==> config.mk <==
export PLATFORM = sky130hd
export DESIGN_NAME = fb_scanout
export DESIGN_NICKNAME = d
export VERILOG_FILES = /design/src/rtl/fb_scanout.sv
export SDC_FILE = /design/constraint.sdc
export NUM_CORES = 1
export LEC_CHECK = 0
export ABC_AREA = 1
export CAP_MARGIN = 20
export CORE_MARGIN = 2
export CORE_UTILIZATION = 40
export CTS_CLUSTER_DIAMETER = 100
export DETAILED_ROUTE_END_ITERATION = 7
export GPL_ROUTABILITY_DRIVEN = 0
export MAX_ROUTING_LAYER = met4
export PLACE_DENSITY = 0.66
export SETUP_SLACK_MARGIN = 0.3
export SYNTH_ARGS = -nofsm -noshare
export SYNTH_HDL_FRONTEND = slang
export SYNTH_SLANG_ARGS = --single-unit
export TNS_END_PERCENT = 50
==> constraint.sdc <==
create_clock -name clk -period 6.1 [get_ports clk]
set_input_delay 1.22 -clock clk [delete_from_list [all_inputs] [get_ports clk]]
set_output_delay 1.22 -clock clk [all_outputs]
set_load 0.02 [all_outputs]
==> src/rtl/fb_scanout.sv <==
// Purpose : VGA timing generator and double-buffered frame-memory scanout, each stored pixel upscaled 2^SCALE_SHIFT x 2^SCALE_SHIFT.
// Latency : 3 clk from the h/v counters to RGB/de/hsync/vsync; frame memory read data returns 1 clk after fb_addr.
// Backpressure: none, because the pixel clock free-runs. Buffer swaps wait for the start of vertical blank (swap_req level, swap_ack pulse).
//
// Ports:
//   clk, rst            pixel clock; asynchronous active-high reset
//   fb_addr, fb_rd_en   registered frame-memory read address and enable (enable is high only for active pixels)
//   fb_data             {R,G,B} 4 bits each, valid 1 clk after fb_addr
//   swap_req, swap_ack  tracer swap request (level) and its acknowledge (1-clk pulse)
//   front_buf           buffer being displayed; the tracer renders into ~front_buf
//   vgaRed/Green/Blue   pixel colour; zero outside the active region
//   hsync, vsync, de    active-low syncs and display enable, aligned with RGB
//   vblank              v_cnt in vertical blanking (counter domain, not delayed)
module fb_scanout #(
   parameter int H_ACTIVE    = 640,
   parameter int H_FP        = 16,
   parameter int H_SYNC      = 96,
   parameter int H_BP        = 48,
   parameter int V_ACTIVE    = 480,
   parameter int V_FP        = 10,
   parameter int V_SYNC      = 2,
   parameter int V_BP        = 33,
   parameter int SCALE_SHIFT = 2,
   parameter int ADDR_W      = 16
) (
   input  logic              clk,
   input  logic              rst,
   output logic [ADDR_W-1:0] fb_addr,
   output logic              fb_rd_en,
   input  logic [11:0]       fb_data,
   input  logic              swap_req,
   output logic              swap_ack,
   output logic              front_buf,
   output logic [3:0]        vgaRed,
   output logic [3:0]        vgaGreen,
   output logic [3:0]        vgaBlue,
   output logic              hsync,
   output logic              vsync,
   output logic              de,
   output logic              vblank
);

   localparam int H_TOTAL   = H_ACTIVE + H_FP + H_SYNC + H_BP;
   localparam int V_TOTAL   = V_ACTIVE + V_FP + V_SYNC + V_BP;
   localparam int FB_W      = H_ACTIVE >> SCALE_SHIFT;
   localparam int FB_H      = V_ACTIVE >> SCALE_SHIFT;
   localparam int FB_PIXELS = FB_W * FB_H;
   localparam int H_W       = $clog2(H_TOTAL);
   localparam int V_W       = $clog2(V_TOTAL);

   localparam logic [H_W-1:0] H_LAST = H_W'(H_TOTAL - 1);
   localparam logic [H_W-1:0] H_ACT  = H_W'(H_ACTIVE);
   localparam logic [H_W-1:0] HS_BEG = H_W'(H_ACTIVE + H_FP);
   localparam logic [H_W-1:0] HS_END = H_W'(H_ACTIVE + H_FP + H_SYNC - 1);
   localparam logic [V_W-1:0] V_LAST = V_W'(V_TOTAL - 1);
   localparam logic [V_W-1:0] V_ACT  = V_W'(V_ACTIVE);
   localparam logic [V_W-1:0] VS_BEG = V_W'(V_ACTIVE + V_FP);
   localparam logic [V_W-1:0] VS_END = V_W'(V_ACTIVE + V_FP + V_SYNC - 1);

   logic [H_W-1:0]    h_cnt;
   logic [V_W-1:0]    v_cnt;
   logic              act, hs_n, vs_n, vb_start;
   logic [ADDR_W-1:0] addr_nxt;
   logic              de_d1, hs_d1, vs_d1;
   logic              de_d2, hs_d2, vs_d2;
   logic [11:0]       rgb_q;

   // Raster counters
   always_ff @(posedge clk or posedge rst) begin
      if (rst) begin
         h_cnt <= '0;
         v_cnt <= '0;
      end else if (h_cnt == H_LAST) begin
         h_cnt <= '0;
         v_cnt <= (v_cnt == V_LAST) ? '0 : v_cnt + V_W'(1);
      end else begin
         h_cnt <= h_cnt + H_W'(1);
      end
   end

   // Stage 0: region decode and address, all from the counters
   always_comb begin
      act      = (h_cnt < H_ACT) && (v_cnt < V_ACT);
      hs_n     = !((h_cnt >= HS_BEG) && (h_cnt <= HS_END));
      vs_n     = !((v_cnt >= VS_BEG) && (v_cnt <= VS_END));
      vb_start = (h_cnt == '0) && (v_cnt == V_ACT);
      vblank   = (v_cnt >= V_ACT);
      // Dropping the low SCALE_SHIFT bits of each counter repeats every stored
      // pixel across a 2^SCALE_SHIFT square of screen pixels.
      addr_nxt = (front_buf ? ADDR_W'(FB_PIXELS) : '0)
               + ADDR_W'(v_cnt >> SCALE_SHIFT) * ADDR_W'(FB_W)
               + ADDR_W'(h_cnt >> SCALE_SHIFT);
   end

   // Stage 1: memory request. The address holds through blanking so that the
   // memory side sees no spurious toggling.
   always_ff @(posedge clk or posedge rst) begin
      if (rst) begin
         fb_addr  <= '0;
         fb_rd_en <= 1'b0;
         de_d1    <= 1'b0;
         hs_d1    <= 1'b1;
         vs_d1    <= 1'b1;
      end else begin
         if (act) fb_addr <= addr_nxt;
         fb_rd_en <= act;
         de_d1    <= act;
         hs_d1    <= hs_n;
         vs_d1    <= vs_n;
      end
   end

   // Stage 2: fb_data is valid here. Stage 3: output registers.
   always_ff @(posedge clk or posedge rst) begin
      if (rst) begin
         de_d2 <= 1'b0;
         hs_d2 <= 1'b1;
         vs_d2 <= 1'b1;
         rgb_q <= '0;
         de    <= 1'b0;
         hsync <= 1'b1;
         vsync <= 1'b1;
      end else begin
         de_d2 <= de_d1;
         hs_d2 <= hs_d1;
         vs_d2 <= vs_d1;
         rgb_q <= de_d2 ? fb_data : 12'h000;
         de    <= de_d2;
         hsync <= hs_d2;
         vsync <= vs_d2;
      end
   end

   assign {vgaRed, vgaGreen, vgaBlue} = rgb_q;

   // Swaps are sampled only at vblank start. This keeps front_buf fixed across
   // every active region and allows at most one swap per frame.
   always_ff @(posedge clk or posedge rst) begin
      if (rst) begin
         front_buf <= 1'b0;
         swap_ack  <= 1'b0;
      end else begin
         swap_ack <= vb_start && swap_req;
         if (vb_start && swap_req) front_buf <= ~front_buf;
      end
   end

endmodule
==> results.txt, run 1 <==
status -> complete, no violations
dominant cells by area after synthesis -> dfrtp_1 43%, ha_1 9.7%, nand2_1 9.7%
Hold EP -> vsync
Worst Hold Class -> register to register
Critical Path End Type -> primary output
first-pass GRT wire length -> 10500 µm
clk_lat worst skew -> 0.34 ns
max_slew headroom -> 0.473
hold_buf cts -> 0
antenna violations before repair -> 0
critical path startpoint -> v_cnt[6]
YS warnings -> 0
Syn Area/Cell -> 8.86 µm²
most common cell after layout, fill and taps aside -> nand2_1
Site Rows -> 32
r2r startpoint -> v_cnt[5]
Worst Clk Skew -> 0.00806 ns
critical-path maximum fanout -> 6
Setup Fix Bufs, Post-CTS -> 0
H-tree levels -> 3
fin crit share -> 0.496
vias in the first global route -> 2284
Leakage -> 0.00204 µW
WS Path Type -> register to primary output
Synth-to-Final Area Change -> 27.0%
most frequent cells in the layout -> 80 x nand2_1, 63 x inv_1, 53 x dfrtp_1, 49 x clkdlybuf4s50_1, 24 x ha_1
worst hold slack -> 0.359 ns
Post-Syn Area -> 3100 µm²
area share of the leading cell type in the synthesized netlist -> 0.428
fin util -> 0.517
Final setup violation count -> 0
#FFs+latches synth -> 59
reg2reg setup slack -> 3.38 ns
routed wire length -> 6040 µm
Synth Flop Type -> dfrtp_1
drt first-iter violations -> 64
syn_nets -> 391
worst hold stages -> 0
fin. max-slew vios -> 0
ys async rst share -> 1.00
drt drc -> 0
boundary pin count -> 50
largest net degree at the start of global routing -> 60
die area -> 8470 µm²
Worst EP arrival -> 1.81 ns
Hold Vio Cnt, Final -> 0
Worst-Margin Slew -> 0.788 ns
chip width -> 92.0 µm
number of flops mapped to enable cells by yosys -> 0
root buffer cell -> clkbuf_8
fraction of layout cells with a size suffix above 1 -> 0.0896
Tot Pwr -> 829 µW
Peak Freq -> 330 MHz
# resized after CTS -> 0
CTS Buf Count -> 9
die height -> 92.0 µm
Setup TNS -> 0 ns
gr usage total -> 0.159
PwrDens -> 210 nW/µm²
Initial Util -> 0.408
antenna viol nets, final -> 0
startpoint types -> register
vias -> 2390
DPL Wire Length -> 4560 µm
Worst Hold Launch -> vs_d2
FF-to-FF path depth -> 15
Core ar. -> 7610 µm²
DR pass1 iterations -> 4
wire per inst -> 11.7 µm
TritonCTS clock tree -> done
VDD IR max -> 0.0000849 V
Worst-path clk slew -> 0.07 ns
layout net count -> 449
vias per inst -> 4.64
data required time at the worst endpoint -> 4.88 ns
unrepaired setup endpoints after global routing -> false
r2r endpoint -> fb_addr[14]
number of port buffers -> 49
Netlist cell types -> 34
leading area contributor after synthesis -> dfrtp_1
Max Cap Viol -> 0
ANT cells -> 0
Mapped Cells -> 350
clock buffer depth -> 2
total gr overflow -> 0
sequential fraction of the synthesis area -> 0.479
minimum clock period -> 3.03 ns
clock sink count -> 59
cells in the mapped netlist, types with 6 or more instances:
cell,number
a21oi_1,10
nor3_1,11
o21ai_0,19
nand3_1,14
inv_1,64
dfstp_2,6
xor2_1,10
dfrtp_1,53
nand2_1,80
nor2_1,21
nand4_1,6
ha_1,24
worst max path at each step:
| stage | endpoint | slack (ns) | cells past startpoint |
|---|---|---|---|
| after detailed placement | fb_addr[14] | 3.41 | 15 |
| after floorplan | de | 3.43 | 1 |
| after global placement | fb_addr[12] | 3.46 | 11 |
| after global routing | vblank | 2.90 | 5 |
| final | vblank | 3.07 | 5 |
| after CTS | vblank | 3.07 | 5 |
worst max-delay path, cell delays in order, from the launching register on:
cell             delay (ns)
dfrtp_1                0.46
nand2_1                0.15
nor2_1                 0.16
nor2_1                 0.07
inv_1                  0.05
clkdlybuf4s50_1        0.59
power by group:
group	switching (µW)	internal [µW]	total [µW]
combinational	17.3	16.5	33.8
sequential	0.938	395	396
clock	166	233	399
through the flow:
stage	cells	area, µm²	setup slack [ns]
after global placement	499	3710	3.46
final	515	3940	3.07
after CTS	515	3940	3.07
after global routing	515	3940	2.90
after detailed placement	499	3710	3.41
after floorplan	350	3100	3.43
kinds of logic after synthesis:
logic type | after synthesis | synth area share
xor+xnor | 13 | 0.0367
compound gates | 34 | 0.0613
fa+ha+maj | 26 | 0.110
buf+inv | 69 | 0.0851
flops | 59 | 0.479
simple gates | 149 | 0.228
final cells by class:
type | count | area [µm²]
multi-input combinational | 222 | 1350
tap | 102 | 128
timing repair buffer | 50 | 498
clock inverter | 7 | 100
inverter | 66 | 250
clock buffer | 9 | 124
fill | 727 | 3670
sequential | 59 | 1480
flip-flops by register name, indices dropped and copies added (netlist names):
register / flops
fb_addr: 16
rgb_q: 12
h_cnt: 10
v_cnt: 10
de: 1
de_d1: 1
de_d2: 1
front_buf: 1
hs_d1: 1
hs_d2: 1
hsync: 1
swap_ack: 1
vs_d1: 1
vs_d2: 1
vsync: 1
per-layer routing:
layer	vias up	part of all wire	global-route usage
li1	1233	-	-
met1	1087	0.50	0.207
met2	57	0.45	0.246
met3	13	0.043	0.0345
met4	0	0.012	0.0560
met5	-	0	-
Power figures use the tool's default switching activity.
==> run 2, diff against run 1 <==
==> constraint.sdc (replaced) <==
create_clock -name clk -period 3.1 [get_ports clk]
set_input_delay 0.62 -clock clk [delete_from_list [all_inputs] [get_ports clk]]
set_output_delay 0.62 -clock clk [all_outputs]
set_load 0.02 [all_outputs]
==> run 2 against run 1 <==
Non-clock buffer count rose by 2; sequential power rose by 97%; first-iteration DRC count fell by 7.8%; flip-flop and latch count did not move; via count fell by 0.88%; power rose by 87%; setup slack got worse by 2.6 ns; cell area rose by 0.16%; critical path type is now register to register.
==> results.txt, run 2 (synthesis gave the netlist of run 1 again) <==
status -> complete, no violations
worst hold stages -> 0
DPL Wire Length -> 4620 µm
max_slew headroom -> 0.622
TritonCTS clock tree -> done
crit path buf inv count -> 2
max FFs per register -> 16
Hold EP -> hs_d2
Leakage -> 0.00203 µW
Setup Fix Bufs, Post-CTS -> 0
uppermost routed layer -> met4
Routed met1 length -> 2870 µm
startpoint types -> register
Gate power share -> 0.044
Largest regs -> fb_addr x16, rgb_q x12
Tot Pwr -> 1550 µW
fin. max-slew vios -> 0
clock sink count -> 59
Hold Vio Cnt, Final -> 0
vias -> 2369
antenna violations before repair -> 0
critical-path maximum fanout -> 6
clock power share -> 0.452
most used cell along the critical path -> nand2_1
CTS Buf Count -> 9
boundary pin count -> 50
r2r startpoint -> v_cnt[5]
data required time at the worst endpoint -> 3.33 ns
Initial Util -> 0.408
CP cell instances -> ha_1, ha_1, inv_1, fa_1, inv_1, nand3_1, nand2_1, nand2_1, nand2_1, a21oi_1, xor2_1, ha_1, nand4_1, nand2_1, nand4_1, nand2_1
worst hold slack -> 0.356 ns
wire per inst -> 11.8 µm
fraction of layout cells with a size suffix above 1 -> 0.0988
first-pass GRT wire length -> 10800 µm
root buffer cell -> clkbuf_8
antenna viol nets, final -> 0
slowest CP cell -> dfrtp_1
layout net count -> 451
minimum clock period -> 2.67 ns
DR pass1 iterations -> 4
Final setup violation count -> 0
Worst EP arrival -> 2.91 ns
Worst Clk Skew -> 0.00863 ns
ANT cells -> 0
Setup TNS -> 0 ns
WL met3 -> 289 µm
reg2reg setup slack -> 0.43 ns
Most flops, register -> fb_addr
hold_buf cts -> 0
Site Rows -> 32
Worst Hold Class -> register to register
met2 wire len -> 2880 µm
most frequent cells in the layout -> 80 x nand2_1, 63 x inv_1, 53 x dfrtp_1, 49 x clkdlybuf4s50_1, 23 x ha_1
FF-to-FF path depth -> 16
largest net degree at the start of global routing -> 29
VDD IR max -> 0.000233 V
Worst Hold Launch -> hs_d1
total gr overflow -> 0
fin crit share -> 0.863
WS Path Type -> register to register
CP delay by family, top -> adder cells
Switch Pwr -> 362 µW
PwrDens -> 393 nW/µm²
die area -> 8470 µm²
chip width -> 92.0 µm
Critical Path End Type -> register
vias per inst -> 4.58
Worst-path clk slew -> 0.07 ns
Core ar. -> 7610 µm²
Flop pwr share -> 0.504
Worst-Margin Slew -> 0.567 ns
most common cell after layout, fill and taps aside -> nand2_1
r2r endpoint -> fb_addr[15]
Synth-to-Final Area Change -> 27.2%
H-tree levels -> 3
routed wire length -> 6110 µm
drt drc -> 0
clk_lat worst skew -> 0.34 ns
Max Cap Viol -> 0
drt first-iter violations -> 59
die height -> 92.0 µm
Power Internal -> 1190 µW
peak per-stage delay on the critical path -> 0.44 ns
gr usage total -> 0.163
unrepaired setup endpoints after global routing -> true
vias in the first global route -> 2427
Peak Freq -> 374 MHz
clock buffer depth -> 2
Switching Fraction -> 0.234
number of port buffers -> 49
-- run 2: changes by cell type in the layout (fill, tap and decap cells not counted) --
cell        before  now
clkinv_4         3    2
nor2_1          21   20
ha_1            24   23
nor2_2           1    2
buf_4            1    3
clkinvlp_4       0    2
ha_4             0    1
bufinv_16        2    1
-- run 2: final cells by class --
| cell class | instances | area [µm²] |
|---|---|---|
| multi-input cells | 222 | 1370 |
| clock inverters | 7 | 76.3 |
| well taps | 102 | 128 |
| inverters | 66 | 250 |
| fillers | 728 | 3660 |
| repair buffers | 52 | 513 |
| clock buffers | 9 | 124 |
| flip-flops and latches | 59 | 1480 |
-- run 2: stage by stage --
stage | instance area (µm²) | std cells | setup slack (ns) | utilization
2_1_floorplan | 3100 | 350 | 0.600 | -
3_3_place_gp | 3730 | 501 | 0.487 | 0.490
3_5_place_dp | 3730 | 501 | 0.406 | 0.490
4_1_cts | 3930 | 517 | 0.375 | 0.516
5_1_grt | 3940 | 517 | 0.228 | 0.518
6_report | 3940 | 517 | 0.426 | 0.518
-- run 2: timing repair --
item / CTS / global route
gates resized for setup: 0 / 2
endpoints found under the setup margin: 0 / 4
hold endpoints to repair: 0 / 0
-- run 2: worst max path at each step --
stage               startpoint          end  slack (ns)  depth (start not counted)
global route          v_cnt[5]  fb_addr[13]        0.23                         13
global placement      v_cnt[5]  fb_addr[14]        0.49                         15
detailed placement    v_cnt[5]  fb_addr[14]        0.41                         15
floorplan             v_cnt[5]  fb_addr[14]        0.60                         15
finish                v_cnt[5]  fb_addr[15]        0.43                         16
CTS                   v_cnt[5]  fb_addr[14]        0.38                         15
-- run 2: power groups by stage --
| stage | registers [µW] | clock network (µW) | logic (µW) |
|---|---|---|---|
| final | 780 | 700 | 67.7 |
| after global routing | 780 | 752 | 74.7 |
| after CTS | 780 | 720 | 69.7 |
| after detailed placement | 794 | 0 | 69.2 |
| after global placement | 794 | 0 | 68.6 |
| after floorplan | 805 | 0 | 17.3 |
-- run 2: per-layer routing --
layer | vias to the layer above | GRT usage
li1 | 1232 | -
met1 | 1071 | 0.198
met2 | 57 | 0.265
met3 | 9 | 0.0312
met4 | 0 | 0.0759
met5 | - | -
==> run 3, diff against run 2 <==
--- a/config.mk
+++ b/config.mk
@@ -11,9 +11,9 @@
 export CORE_UTILIZATION = 40
 export CTS_CLUSTER_DIAMETER = 100
 export DETAILED_ROUTE_END_ITERATION = 7
-export GPL_ROUTABILITY_DRIVEN = 0
 export MAX_ROUTING_LAYER = met4
 export PLACE_DENSITY = 0.66
+export RECOVER_POWER = 25
 export SETUP_SLACK_MARGIN = 0.3
 export SYNTH_ARGS = -nofsm -noshare
 export SYNTH_HDL_FRONTEND = slang
==> run 3 against run 2 <==
Largest power group unchanged; setup slack barely moved; via count rose by 0.13%; flip-flop and latch count did not move; sequential share of layout area unchanged; first-iteration DRC count rose by 6.8%.
==> results.txt, run 3 (synthesis gave the netlist of run 1 again) <==
Leakage -> 0.00204 µW
Peak Freq -> 374 MHz
DR pass1 iterations -> 4
root buffer cell -> clkbuf_8
most common cell after layout, fill and taps aside -> nand2_1
total gr overflow -> 0
slowest CP cell -> dfrtp_1
H-tree levels -> 3
hold_buf cts -> 0
TritonCTS clock tree -> done
Core ar. -> 7610 µm²
Worst-path clk slew -> 0.07 ns
vias in the first global route -> 2427
Critical Path End Type -> register
status -> complete, no violations
clk_lat worst skew -> 0.34 ns
Max Cap Viol -> 0
CP delay by family, top -> adder cells
Worst-Margin Slew -> 1.03 ns
ANT cells -> 0
most frequent cells in the layout -> 80 x nand2_1, 64 x inv_1, 53 x dfrtp_1, 36 x clkdlybuf4s50_1, 23 x ha_1
Setup Fix Bufs, Post-CTS -> 0
clock sink count -> 59
max FFs per register -> 16
data required time at the worst endpoint -> 3.33 ns
critical-path maximum fanout -> 6
startpoint types -> register
fin crit share -> 0.863
wire per inst -> 11.8 µm
DPL Wire Length -> 4620 µm
vias per inst -> 4.59
minimum clock period -> 2.67 ns
boundary pin count -> 50
fin. max-slew vios -> 0
WS Path Type -> register to register
vias -> 2372
Initial Util -> 0.408
Worst Hold Class -> register to register
Setup TNS -> 0 ns
RePlAce Congestion -> 0.895
CP cell instances -> ha_1, ha_1, inv_1, fa_1, inv_1, nand3_1, nand2_1, nand2_1, nand2_1, a21oi_1, xor2_1, ha_1, nand4_1, nand2_1, nand4_1, nand2_1
PwrDens -> 392 nW/µm²
Hold Vio Cnt, Final -> 0
first-pass GRT wire length -> 10800 µm
VDD IR max -> 0.000233 V
die height -> 92.0 µm
number of port buffers -> 49
Worst EP arrival -> 2.91 ns
crit path buf inv count -> 2
Synth-to-Final Area Change -> 27.2%
fraction of layout cells with a size suffix above 1 -> 0.0964
most used cell along the critical path -> nand2_1
largest net degree at the start of global routing -> 29
chip width -> 92.0 µm
drt drc -> 0
antenna viol nets, final -> 0
layout net count -> 451
routed wire length -> 6100 µm
peak per-stage delay on the critical path -> 0.44 ns
die area -> 8470 µm²
worst hold slack -> 0.356 ns
Final setup violation count -> 0
Largest regs -> fb_addr x16, rgb_q x12
clock buffer depth -> 2
CTS Buf Count -> 9
unrepaired setup endpoints after global routing -> true
Most flops, register -> fb_addr
max_slew headroom -> 0.316
Worst Clk Skew -> 0.00863 ns
drt first-iter violations -> 63
gr usage total -> 0.163
Site Rows -> 32
antenna violations before repair -> 0
[run 3: cell count changes in the layout (fill, tap and decap cells not counted), sizes merged]
| cell | previous run | this run |
|---|---|---|
| clkdlybuf4s50 | 49 | 36 |
| dlygate4sd3 | 0 | 13 |
[run 3: worst paths after layout]
check                         endpoint  cells after the start      from  slack [ns]
setup / recovery           fb_addr[15]                     16  v_cnt[5]        0.43
setup reg to reg           fb_addr[15]                     16  v_cnt[5]        0.43
min in group asynchronous   fb_addr[3]                      2       rst        0.96
max in group asynchronous        vsync                      3       rst        1.26
hold reg to reg                  hs_d2                      0     hs_d1        0.36
hold / removal                   hs_d2                      0     hs_d1        0.36
[run 3: routing by layer]
metal | vias to the layer above | track usage | routed length (µm)
met5 | - | - | 0
met4 | 0 | 0.0759 | 61
met3 | 9 | 0.0312 | 283
met2 | 57 | 0.265 | 2890
met1 | 1074 | 0.198 | 2870
li1 | 1232 | - | -
[run 3: cell type report]
cell class,instances,area [µm²]
tap,102,128
clock buffer,9,124
timing repair buffer,52,513
multi-input combinational,222,1370
sequential,59,1480
clock inverter,7,76.3
fill,728,3660
inverter,66,250
[run 3: worst register-to-register path, delay by kind of cell (launching register included)]
| family | cells | cell delay [ns] |
|---|---|---|
| xor+xnor | 1 | 0.15 |
| buf+inv | 2 | 0.16 |
| compound gates | 1 | 0.06 |
| fa+ha+maj | 4 | 1.21 |
| flops | 1 | 0.44 |
| simple gates | 8 | 0.58 |
[run 3: power breakdown]
group | total, µW | switching (µW) | internal, µW
clock network | 700 | 326 | 374
registers | 780 | 1.92 | 778
logic | 64.3 | 34.3 | 29.9
total | 1540 | 362 | 1180
[run 3: repair_timing]
action                                  in CTS  in global routing
endpoints found under the hold margin        0                  0
resized for setup                            0                  2
endpoints found under the setup margin       0                  4
[run 3: stage by stage]
step | instance area, µm² | utilization | std cells | total power, µW | setup WS [ns]
5_1_grt | 3940 | 0.518 | 517 | 1600 | 0.228
3_5_place_dp | 3730 | 0.490 | 501 | 863 | 0.406
3_3_place_gp | 3730 | 0.490 | 501 | 863 | 0.487
2_1_floorplan | 3100 | - | 350 | 822 | 0.600
4_1_cts | 3930 | 0.516 | 517 | 1570 | 0.375
6_report | 3940 | 0.518 | 517 | 1540 | 0.426
